File: config.mk
export PLATFORM = sky130hd
export DESIGN_NAME = countdown_timer_flat
export DESIGN_NICKNAME = d
export VERILOG_FILES = /design/src/rtl/eggtimer_pkg.sv /design/src/rtl/countdown_timer_if.sv /design/src/rtl/sec_prescaler.sv /design/src/rtl/countdown_timer.sv /design/src/flat_wrapper.sv
export SDC_FILE = /design/constraint.sdc
export NUM_CORES = 1
export LEC_CHECK = 0
export ABC_AREA = 1
export CORE_ASPECT_RATIO = 1.2
export CORE_MARGIN = 2
export CORE_UTILIZATION = 50
export CTS_BUF_LIST = sky130_fd_sc_hd__clkbuf_4
export DETAILED_ROUTE_END_ITERATION = 10
export PLACE_DENSITY = 0.73
export SLEW_MARGIN = 20
export SYNTH_ARGS = -nofsm -noshare
export SYNTH_HDL_FRONTEND = slang
export SYNTH_HIERARCHICAL = 1
export SYNTH_SLANG_ARGS = --single-unit
export TNS_END_PERCENT = 1
File: constraint.sdc
create_clock -name clk -period 2.8 [get_ports clk]
set_clock_uncertainty 0.2 [all_clocks]
set_input_delay 0.7 -clock clk [delete_from_list [all_inputs] [get_ports clk]]
set_output_delay 0.7 -clock clk [all_outputs]
set_load 0.05 [all_outputs]
File: src/rtl/eggtimer_pkg.sv
// Shared definitions for the egg-timer countdown core.
//   state_t          : controller states (IDLE, RUN, PAUSED, DONE)
//   EGG_SEC_W        : default width of the second counters
//   EGG_MAX_SECONDS  : default saturation limit for a programmed duration (59:59)
//   EGG_CLK_HZ       : default system clock frequency
package eggtimer_pkg;

    typedef enum logic [1:0] {
        ST_IDLE   = 2'd0,
        ST_RUN    = 2'd1,
        ST_PAUSED = 2'd2,
        ST_DONE   = 2'd3
    } state_t;

    localparam int EGG_SEC_W       = 12;
    localparam int EGG_MAX_SECONDS = 3599;
    localparam int EGG_CLK_HZ      = 100_000_000;

endpackage

File: src/rtl/countdown_timer_if.sv
// Bundle between the button/display stages and the countdown core.
//   set_seconds   : duration to program (sampled on load)
//   load          : pulse, program set_seconds
//   start_stop    : pulse, start / pause / resume
//   clear         : pulse, abort and reload the programmed duration
//   timer_seconds : seconds remaining
//   prog_seconds  : programmed duration
//   running       : 1 while counting
//   tick_1hz      : 1-cycle pulse on each decrement
//   done          : 1 once expired
//   alarm         : 1 Hz square wave while done
// master = button/display side, slave = countdown core.
interface countdown_timer_if
    import eggtimer_pkg::*;
#(
    parameter int SEC_W = EGG_SEC_W
);
    logic [SEC_W-1:0] set_seconds;
    logic             load;
    logic             start_stop;
    logic             clear;
    logic [SEC_W-1:0] timer_seconds;
    logic [SEC_W-1:0] prog_seconds;
    logic             running;
    logic             tick_1hz;
    logic             done;
    logic             alarm;

    modport master (
        output set_seconds, load, start_stop, clear,
        input  timer_seconds, prog_seconds, running, tick_1hz, done, alarm
    );

    modport slave (
        input  set_seconds, load, start_stop, clear,
        output timer_seconds, prog_seconds, running, tick_1hz, done, alarm
    );

endinterface

File: src/rtl/sec_prescaler.sv
// One-second prescaler: counts 0..CLK_HZ-1 while enabled and wraps.
//   clk   : system clock
//   rst_n : asynchronous active-low reset
//   en    : advance the count this cycle
//   clr   : force the count to 0 (wins over en)
//   count : current prescaler value
//   tick  : 1 in the enabled cycle where count sits at terminal count
module sec_prescaler
    import eggtimer_pkg::*;
#(
    parameter int CLK_HZ = EGG_CLK_HZ,
    localparam int CNT_W = $clog2(CLK_HZ)
) (
    input  logic             clk,
    input  logic             rst_n,
    input  logic             en,
    input  logic             clr,
    output logic [CNT_W-1:0] count,
    output logic             tick
);

    assign tick = en && (count == CNT_W'(CLK_HZ - 1));

    always_ff @(posedge clk or negedge rst_n) begin
        if (!rst_n) begin
            count <= '0;
        end else if (clr) begin
            count <= '0;
        end else if (en) begin
            count <= tick ? '0 : count + CNT_W'(1);
        end
    end

endmodule

File: src/rtl/countdown_timer.sv
// Egg-timer countdown core: holds the programmed duration, counts it down once
// per second, and flags expiry with done plus a 1 Hz alarm square wave.
//   clk     : system clock, all state on rising edge
//   reset_n : asynchronous active-low reset (released synchronously)
//   bus     : countdown_timer_if.slave (controls in, display/status out)
// Input priority per cycle: clear > load > start_stop.
module countdown_timer
    import eggtimer_pkg::*;
#(
    parameter int CLK_HZ      = EGG_CLK_HZ,
    parameter int SEC_W       = EGG_SEC_W,
    parameter int MAX_SECONDS = EGG_MAX_SECONDS
) (
    input  logic              clk,
    input  logic              reset_n,
    countdown_timer_if.slave  bus
);

    localparam int CNT_W = $clog2(CLK_HZ);

    logic [1:0]       rst_sync;
    logic             rst_n_int;
    state_t           state;
    state_t           state_nxt;
    logic [SEC_W-1:0] timer_q;
    logic [SEC_W-1:0] timer_nxt;
    logic [SEC_W-1:0] prog_q;
    logic [SEC_W-1:0] prog_nxt;
    logic             presc_en;
    logic             presc_clr;
    logic             presc_tick;
    logic [CNT_W-1:0] presc_count;

    function automatic logic [SEC_W-1:0] sat_seconds(input logic [SEC_W-1:0] v);
        if (32'(v) > 32'(MAX_SECONDS)) begin
            return SEC_W'(MAX_SECONDS);
        end
        return v;
    endfunction

    // Reset asserts immediately but releases two edges later, clean to clk.
    always_ff @(posedge clk or negedge reset_n) begin
        if (!reset_n) begin
            rst_sync <= 2'b00;
        end else begin
            rst_sync <= {rst_sync[0], 1'b1};
        end
    end

    assign rst_n_int = rst_sync[1];

    // Prescaler keeps running in DONE so it can pace the alarm.
    assign presc_en = (state == ST_RUN) || (state == ST_DONE);

    sec_prescaler #(
        .CLK_HZ (CLK_HZ)
    ) u_sec_prescaler (
        .clk   (clk),
        .rst_n (rst_n_int),
        .en    (presc_en),
        .clr   (presc_clr),
        .count (presc_count),
        .tick  (presc_tick)
    );

    always_comb begin
        state_nxt = state;
        timer_nxt = timer_q;
        prog_nxt  = prog_q;
        presc_clr = 1'b0;

        if (bus.clear) begin
            state_nxt = ST_IDLE;
            timer_nxt = prog_q;
            presc_clr = 1'b1;
        end else if (bus.load && (state == ST_IDLE || state == ST_DONE)) begin
            prog_nxt  = sat_seconds(bus.set_seconds);
            timer_nxt = sat_seconds(bus.set_seconds);
            state_nxt = ST_IDLE;
            presc_clr = 1'b1;
        end else begin
            case (state)
                ST_IDLE: begin
                    if (bus.start_stop && timer_q != '0) begin
                        state_nxt = ST_RUN;
                        presc_clr = 1'b1;
                    end
                end
                ST_RUN: begin
                    // A tick always lands; expiry beats a coincident pause.
                    if (presc_tick && timer_q != '0) begin
                        timer_nxt = timer_q - SEC_W'(1);
                    end
                    if (presc_tick && timer_q == SEC_W'(1)) begin
                        state_nxt = ST_DONE;
                    end else if (bus.start_stop) begin
                        state_nxt = ST_PAUSED;
                    end
                end
                ST_PAUSED: begin
                    // Resume keeps the prescaler phase, so no partial second is lost.
                    if (bus.start_stop) begin
                        state_nxt = ST_RUN;
                    end
                end
                ST_DONE: begin
                    state_nxt = ST_DONE;
                end
                default: begin
                    state_nxt = ST_IDLE;
                end
            endcase
        end
    end

    always_ff @(posedge clk or negedge rst_n_int) begin
        if (!rst_n_int) begin
            state   <= ST_IDLE;
            timer_q <= '0;
            prog_q  <= '0;
        end else begin
            state   <= state_nxt;
            timer_q <= timer_nxt;
            prog_q  <= prog_nxt;
        end
    end

    assign bus.timer_seconds = timer_q;
    assign bus.prog_seconds  = prog_q;
    assign bus.running       = (state == ST_RUN);
    assign bus.tick_1hz      = (state == ST_RUN) && presc_tick;
    assign bus.done          = (state == ST_DONE);
    assign bus.alarm         = (state == ST_DONE) && (presc_count < CNT_W'(CLK_HZ / 2));

endmodule

File: src/flat_wrapper.sv
// flat-port wrapper written by rule: the top's interface ports become plain ports
module countdown_timer_flat import eggtimer_pkg::*;
#(
    parameter int CLK_HZ      = EGG_CLK_HZ,
    parameter int SEC_W       = EGG_SEC_W,
    parameter int MAX_SECONDS = EGG_MAX_SECONDS
)
  (clk, reset_n, bus_set_seconds, bus_load, bus_start_stop, bus_clear, bus_timer_seconds, bus_prog_seconds, bus_running, bus_tick_1hz, bus_done, bus_alarm);
  countdown_timer_if #(.SEC_W(SEC_W)) bus_i ();
  input  logic clk;
  input  logic reset_n;
  input wire logic [$bits(bus_i.set_seconds)-1:0] bus_set_seconds;
  input wire logic [$bits(bus_i.load)-1:0] bus_load;
  input wire logic [$bits(bus_i.start_stop)-1:0] bus_start_stop;
  input wire logic [$bits(bus_i.clear)-1:0] bus_clear;
  output wire logic [$bits(bus_i.timer_seconds)-1:0] bus_timer_seconds;
  output wire logic [$bits(bus_i.prog_seconds)-1:0] bus_prog_seconds;
  output wire logic [$bits(bus_i.running)-1:0] bus_running;
  output wire logic [$bits(bus_i.tick_1hz)-1:0] bus_tick_1hz;
  output wire logic [$bits(bus_i.done)-1:0] bus_done;
  output wire logic [$bits(bus_i.alarm)-1:0] bus_alarm;
  assign bus_i.set_seconds = bus_set_seconds;
  assign bus_i.load = bus_load;
  assign bus_i.start_stop = bus_start_stop;
  assign bus_i.clear = bus_clear;
  assign bus_timer_seconds = bus_i.timer_seconds;
  assign bus_prog_seconds = bus_i.prog_seconds;
  assign bus_running = bus_i.running;
  assign bus_tick_1hz = bus_i.tick_1hz;
  assign bus_done = bus_i.done;
  assign bus_alarm = bus_i.alarm;
  countdown_timer #(.CLK_HZ(CLK_HZ), .SEC_W(SEC_W), .MAX_SECONDS(MAX_SECONDS)) u_core (.clk(clk), .reset_n(reset_n), .bus(bus_i));
endmodule
==> impl_metrics.toml, run 1 <==
[flow_run]
drv_cap = 0

[worst_setup_path]
setup.worst_path.start_class = "flip-flop"
arrival_ns = 1.95
crit_required_ns = 1.90
crit_type = "reg2out"
end_kind = "primary output"
crit_fanout = 3

[sta]
worstMarginPinSlew_ns = 0.5148
fin_crit_sh_pct = 101.7
layout_setup_ws_ns = -0.04778
rsz0062_at_grt = "true"
final.min_clock_period_ns = 2.848
worst_hold_slack_ns = -0.002007
hold_viol = 1
slew_headroom_pct = 65.58
fmax_mhz = 351.2
setup_viol_count_final = 1
final_max_slew_viol_count = 0

[detailed_routing]
wire_per_inst_microns = 14.39
drc = 0
first_pass_iters = 4
antenna_left = 0
vias = 3761
routed_via_density = 5.312
drt-total-wl_microns = 10190
drt_iter0_markers = 149

[clocking]
cts.clk_slew.worst_paths_ns = 0.18
cts_tree = "built"
htree_levels = 2
cts_buffers = 5
clk_latency_ns = 0.40
cts_max_path_buffers = 2
root_buffer = "clkbuf_4"
cts.sinks = 55

[outcome]
outcome = "finished with violations"
violations = "hold timing, setup timing"

[floorplan]
dieArea_sq_um = 8285
die_y_microns = 99.31
rows = 34
die_w_microns = 83.43
start_util_pct = 51.73
core_sq_um = 7317
ios = 45

[placed_design]
dp.cells = 691
io_buffers = 44
place_congestion = 0.8987
hpwl_microns = 7657

[power]
powerDensity_nw_per_um2 = 830.3
total_power_uw = 3855
p_leak_uw = 0.002164
peakVddDrop_mv = 0.6598

[logic_synthesis]
syn_inst = 550
synth_seq_cells = 55
synth_nets = 575
synth_top_cell_by_area = "dfrtp_1"
ys.flop_type = "dfrtp_1"
synth_common_cells = "nand2_1 (159), inv_1 (74), nor2_1 (74)"
syn_avg_cell_area_sq_um = 6.882
synth_top_area_share_pct = 36.36
yosysWarnings = 6
synth_most_common_cell = "nand2_1"
synth_area_leaders = "dfrtp_1 (36%), nand2_1 (16%), inv_1 (7.3%), nor2_1 (7.3%), nand3_1 (6.3%)"
async_reset_ff_share_pct = 100.0
synthesis.area_sq_um = 3785
yosysSeqAreaShare_pct = 36.36
ys_types = 40
synth_edf_count = 0

[final_layout]
diodes = 0
seqCellArea_sq_um = 1381
syn_to_final_growth_pct = 22.68
fill_cells = 697
multi_input_area_sq_um = 2132
fin_cells = 708
drive_gt1_share_pct = 17.31
nets = 642

[global_route]
antenna_found_initial = 0
gr-total-overflow = 0
grt_use_total_pct = 25.97
grt_pass1_vias = 3885
grt_max_degree = 20
grt_pass1_wl_microns = 17430

[worst_hold_path]
worstHoldPathType = "reg2async"
==> logic make-up (layout without fill, tap and decap cells) <==
logic type | count (synthesis) | count (layout) | share of synthesized area (%)
multiplexers | 2 | 2 | 0.5950
AND/OR/NAND/NOR | 346 | 346 | 42.78
adder cells (fa/ha/maj) | 8 | 8 | 2.645
flip-flops | 55 | 55 | 36.36
buffers and inverters | 85 | 153 | 9.256
other | 1 | 1 | 0.09908
XOR/XNOR | 3 | 3 | 0.6943
AO/OA/AOI/OAI | 50 | 50 | 7.570
==> worst paths after layout <==
kind | from | to | slack, ns | depth (start not counted)
min in group clk | u_core/rst_sync[0] | u_core/rst_sync[1] | 0.19 | 0
worst max register to register | u_core/bus.timer_seconds[0] | u_core/u_sec_prescaler/count[26] | 0.33 | 14
worst min-delay path | u_core/rst_sync[1] | u_core/u_sec_prescaler/count[3] | -0.002 | 0
worst max-delay path | u_core/state[1] | bus_tick_1hz | -0.05 | 11
max in group asynchronous | u_core/rst_sync[1] | u_core/bus.timer_seconds[5] | 1.77 | 1
worst min register to register | u_core/rst_sync[1] | u_core/u_sec_prescaler/count[3] | -0.002 | 0
==> worst max-delay path: stages, from the launching register on <==
cell        delay (ns)
dfrtp_1           0.44
buf_6             0.12
ha_4              0.15
nor2_4            0.04
inv_2             0.07
nand2_2           0.07
nor2_4            0.13
nand3_2           0.10
nor2_4            0.14
nand2_2           0.07
clkinvlp_4        0.09
buf_12            0.13
==> placed cells by master, fill, tap and decap left out, types with 2 or more instances in the layout <==
cell type,synthesis,routed
ha_1,8,5
nand3_1,48,47
mux2_2,2,2
o21ai_1,3,3
nor3b_1,2,2
buf_4,0,21
nand2_2,11,13
dfrtp_1,55,51
o22ai_1,4,4
o211ai_1,2,2
nor2_4,6,9
nand2_4,5,5
clkbuf_4,0,5
nand4_1,9,9
inv_1,74,71
xor2_1,2,2
buf_12,1,2
nand3_2,4,5
ha_4,0,3
inv_4,2,2
inv_2,3,5
a21oi_1,15,15
nor2_1,74,71
nor2_2,16,16
dfrtp_2,0,4
nand2_1,159,157
a22oi_1,3,3
nor3_1,5,5
clkdlybuf4s50_1,0,40
or2_2,3,3
o21ai_0,17,16
o21ai_2,2,3
==> through the flow <==
step	setup TNS (ns)	instance area (sq um)	setup WS [ns]	hold WS (ns)	utilization, %
after floorplan	0	3794	0.01861	0.1312	-
after global placement	-0.01288	4417	-0.008159	0.004538	60.36
after detailed placement	-0.2696	4417	-0.06852	0.01264	60.36
after CTS	-0.02086	4626	-0.02086	0.02409	63.22
after global routing	-0.1864	4643	-0.1856	0.04419	63.46
final	-0.04778	4643	-0.04778	-0.002007	63.46
==> power by group <==
group | switching, uW | internal (uW)
combinational | 1430 | 747
sequential | 230 | 982
clock | 273 | 188
total | 1940 | 1920
==> layer usage <==
layer	GRT usage (%)	share of wire, %
met5	0	0
met4	13.65	4.0
met3	3.568	4.1
met2	49.26	53
met1	27.93	39
==> timing repair <==
item                       CTS  global route
gates resized for setup     17             6
setup endpoints to repair    2            17
hold buffers                 0             0
pin swaps                    3             3
buffers inserted             9             0
==> sequential cells by signal, indices dropped and copies added (netlist names) <==
register / cells
u_core/state: 2
u_core/rst_sync: 2
u_core/bus.prog_seconds: 12
u_core/u_sec_prescaler/count: 27
u_core/bus.timer_seconds: 12
==> cell type report <==
type	count	share of cell area, %
clock inverter	3	0.9431
timing repair buffer	66	13.58
sequential	55	29.75
multi-input combinational	410	45.92
tap	90	2.425
inverter	79	6.575
clock buffer	5	0.8084
Power figures use the tool's default switching activity.
==> run 2: changes to the inputs <==
==> constraint.sdc (replaced) <==
create_clock -name clk -period 2.8 [get_ports clk]
set_clock_uncertainty 0.2 [all_clocks]
set_input_delay 0.84 -clock clk [delete_from_list [all_inputs] [get_ports clk]]
set_output_delay 0.84 -clock clk [all_outputs]
set_load 0.05 [all_outputs]
==> run 2 against run 1 <==
  * The run ends with setup timing left
  * Die area stayed put
  * Global-route usage is 0.12 points lower
  * Utilization is 0.99 points higher
  * Non-clock buffer count is 9 higher
  * Register-to-register slack hardly changed
  * Design area is 1.6% higher
  * Via count is 1.5% higher
  * Combinational power is 2% higher
  * Hold slack better by 0.13 ns
  * Wire length is 1.5% higher
  * Sequential power hardly changed
==> impl_metrics.toml, run 2 (synthesized netlist as in run 1, its figures left out) <==
[clocking]
cts.sinks = 55
cts.clk_slew.worst_paths_ns = 0.19
clk_latency_ns = 0.39
cts_max_path_buffers = 2
htree_levels = 2
cts_tree = "built"
root_buffer = "clkbuf_4"
cts_buffers = 5

[global_route]
grt_pass1_wl_microns = 17320
gr-total-overflow = 0
gr-usage-met2_pct = 49.94
use_met1_pct = 28.59
grt_pass1_vias = 3830
use_met3_pct = 2.905
grt_max_degree = 32
grt-busiest-layer = "met2"
grt_use_total_pct = 25.86
antenna_found_initial = 0

[sta]
rsz0062_at_grt = "true"
final.min_clock_period_ns = 2.943
worstMarginPinSlew_ns = 0.7170
slew_headroom_pct = 52.20
hold_viol = 0
fin_crit_sh_pct = 105.1
finalSetupTns_ns = -0.1428
worst_hold_slack_ns = 0.1314
setup_viol_count_final = 1
final_max_slew_viol_count = 0
layout_setup_ws_ns = -0.1428
fmax_mhz = 339.8

[outcome]
outcome = "finished with violations"
violations = "setup timing"

[worst_setup_path]
crit-reg2reg-capture = "u_core/u_sec_prescaler/count[18]"
r2r_slack_ns = 0.34
reg2reg_depth = 15
arrival_ns = 1.90
crit_fanout = 4
setup.worst_path.start_class = "flip-flop"
cp_slowest_cell = "dfrtp_2"
path_cells = "inv_2 > ha_4 > nor2_4 > inv_2 > nand2_2 > nor2_4 > nand3_2 > nor2_4 > nand2_2 > clkinvlp_4 > buf_12"
crit_required_ns = 1.76
reg2reg_from = "u_core/bus.timer_seconds[0]"
timing.critical_path.buf_inv = 4
cpLargestDelayFamily = "simple AND/OR/NAND/NOR gates"
end_kind = "primary output"
crit_type = "reg2out"
crit_top_cell = "nor2_4"
max_stage_delay_ns = 0.48

[final_layout]
nets = 651
largest_register = "u_core/u_sec_prescaler/count"
mostFrequentLayoutCell = "nand2_1"
fill_cells = 663
largest_reg_flops = 27
drive_gt1_share_pct = 19.14
diodes = 0
layout_common_cells = "nand2_1 (156), inv_1 (71), nor2_1 (70)"
syn_to_final_growth_pct = 24.59

[power]
net-switching-power_uw = 1988
seqPwrFrac_pct = 31.7
pwr-share-comb_pct = 57.9
p_leak_uw = 0.002249
p_sw_share_pct = 51.76
p_clk_share_pct = 10.4
p_int_uw = 1853
powerDensity_nw_per_um2 = 814.7
peakVddDrop_mv = 0.8545

[detailed_routing]
antenna_left = 0
drt_iter0_markers = 217
wire_per_inst_microns = 14.43
drt-total-wl_microns = 10340
drc = 0
first_pass_iters = 4
vias = 3816
routed_via_density = 5.322

[flow_run]
drv_cap = 0

[floorplan]
core_sq_um = 7317
ios = 45
dieArea_sq_um = 8285
rows = 34
start_util_pct = 51.73
die_w_microns = 83.43
die_y_microns = 99.31

[placed_design]
place_congestion = 0.9193
dp_slack_ns = -0.1981
hpwl_microns = 7929
io_buffers = 44

[worst_hold_path]
worstHoldPathType = "reg2async"
run 2: cell types whose count changed in the layout (fill, tap and decap cells not counted), moves of 2 or more:
cell / delta
buf_4: +10
clkdlybuf4s50_1: -8
dlygate4sd2_1: +2
dlymetal6s2s_1: +4
run 2: layout make-up:
type                       instances  area [sq um]  area share [%]
clock buffer                       5         37.54          0.7960
clock inverter                     3         28.78          0.6102
inverter                          79         305.3           6.474
multi-input combinational        410          2137           45.32
sequential                        55          1381           29.29
tap                               90         112.6           2.388
timing repair buffer              75         713.2           15.12
run 2: layer usage:
metal	share of wire, %	up-vias	wire length (microns)
met2	52	109	5424
li1	-	1884	-
met3	3.5	31	363
met5	0	-	0
met1	40	1792	4129
met4	4.1	0	427
run 2: worst register-to-register path: cells and delay by family, from the launching register on:
family / cells / cell delay, ns
flip-flops: 1 / 0.43
adder cells (fa/ha/maj): 1 / 0.21
AND/OR/NAND/NOR: 10 / 1.05
buffers and inverters: 3 / 0.30
AO/OA/AOI/OAI: 1 / 0.21
run 2: worst max path at each step:
stage                    startpoint                               end  cells after the start
floorplan           u_core/state[1]                      bus_tick_1hz                     10
global placement     bus_start_stop  u_core/u_sec_prescaler/count[26]                     10
detailed placement   bus_start_stop  u_core/u_sec_prescaler/count[18]                     11
CTS                 u_core/state[1]                      bus_tick_1hz                     11
global route        u_core/state[1]                      bus_tick_1hz                     11
finish              u_core/state[1]                      bus_tick_1hz                     11
run 2: timing repair:
item	CTS	global route
resized for setup	11	19
hold buffers	0	0
setup endpoints to repair	5	22
pin swaps	5	7
buffers inserted	8	4
run 2: power groups by stage:
| stage | Clock (uW) | Combinational, uW | Sequential, uW |
|---|---|---|---|
| after floorplan | 0 | 871 | 1790 |
| after global placement | 0 | 2100 | 1230 |
| after detailed placement | 0 | 2140 | 1220 |
| after CTS | 415 | 2180 | 1210 |
| after global routing | 450 | 2370 | 1250 |
| final | 401 | 2220 | 1220 |
run 2: metrics by stage:
step / area [sq um] / power [uW] / util [%] / std cells
after floorplan: 3814 / 2657 / - / 550
after global placement: 4489 / 3328 / 61.35 / 697
after detailed placement: 4489 / 3362 / 61.35 / 697
after CTS: 4626 / 3810 / 63.22 / 713
after global routing: 4716 / 4075 / 64.45 / 717
final: 4716 / 3842 / 64.45 / 717
==> run 3: changes to the inputs <==
--- a/config.mk
+++ b/config.mk
@@ -17,4 +17,4 @@
 export SYNTH_HDL_FRONTEND = slang
 export SYNTH_HIERARCHICAL = 1
 export SYNTH_SLANG_ARGS = --single-unit
-export TNS_END_PERCENT = 1
+export TNS_END_PERCENT = 30
==> results of run 3 <==
No change in the layout: final DEF, timing and power equal those of run 2.
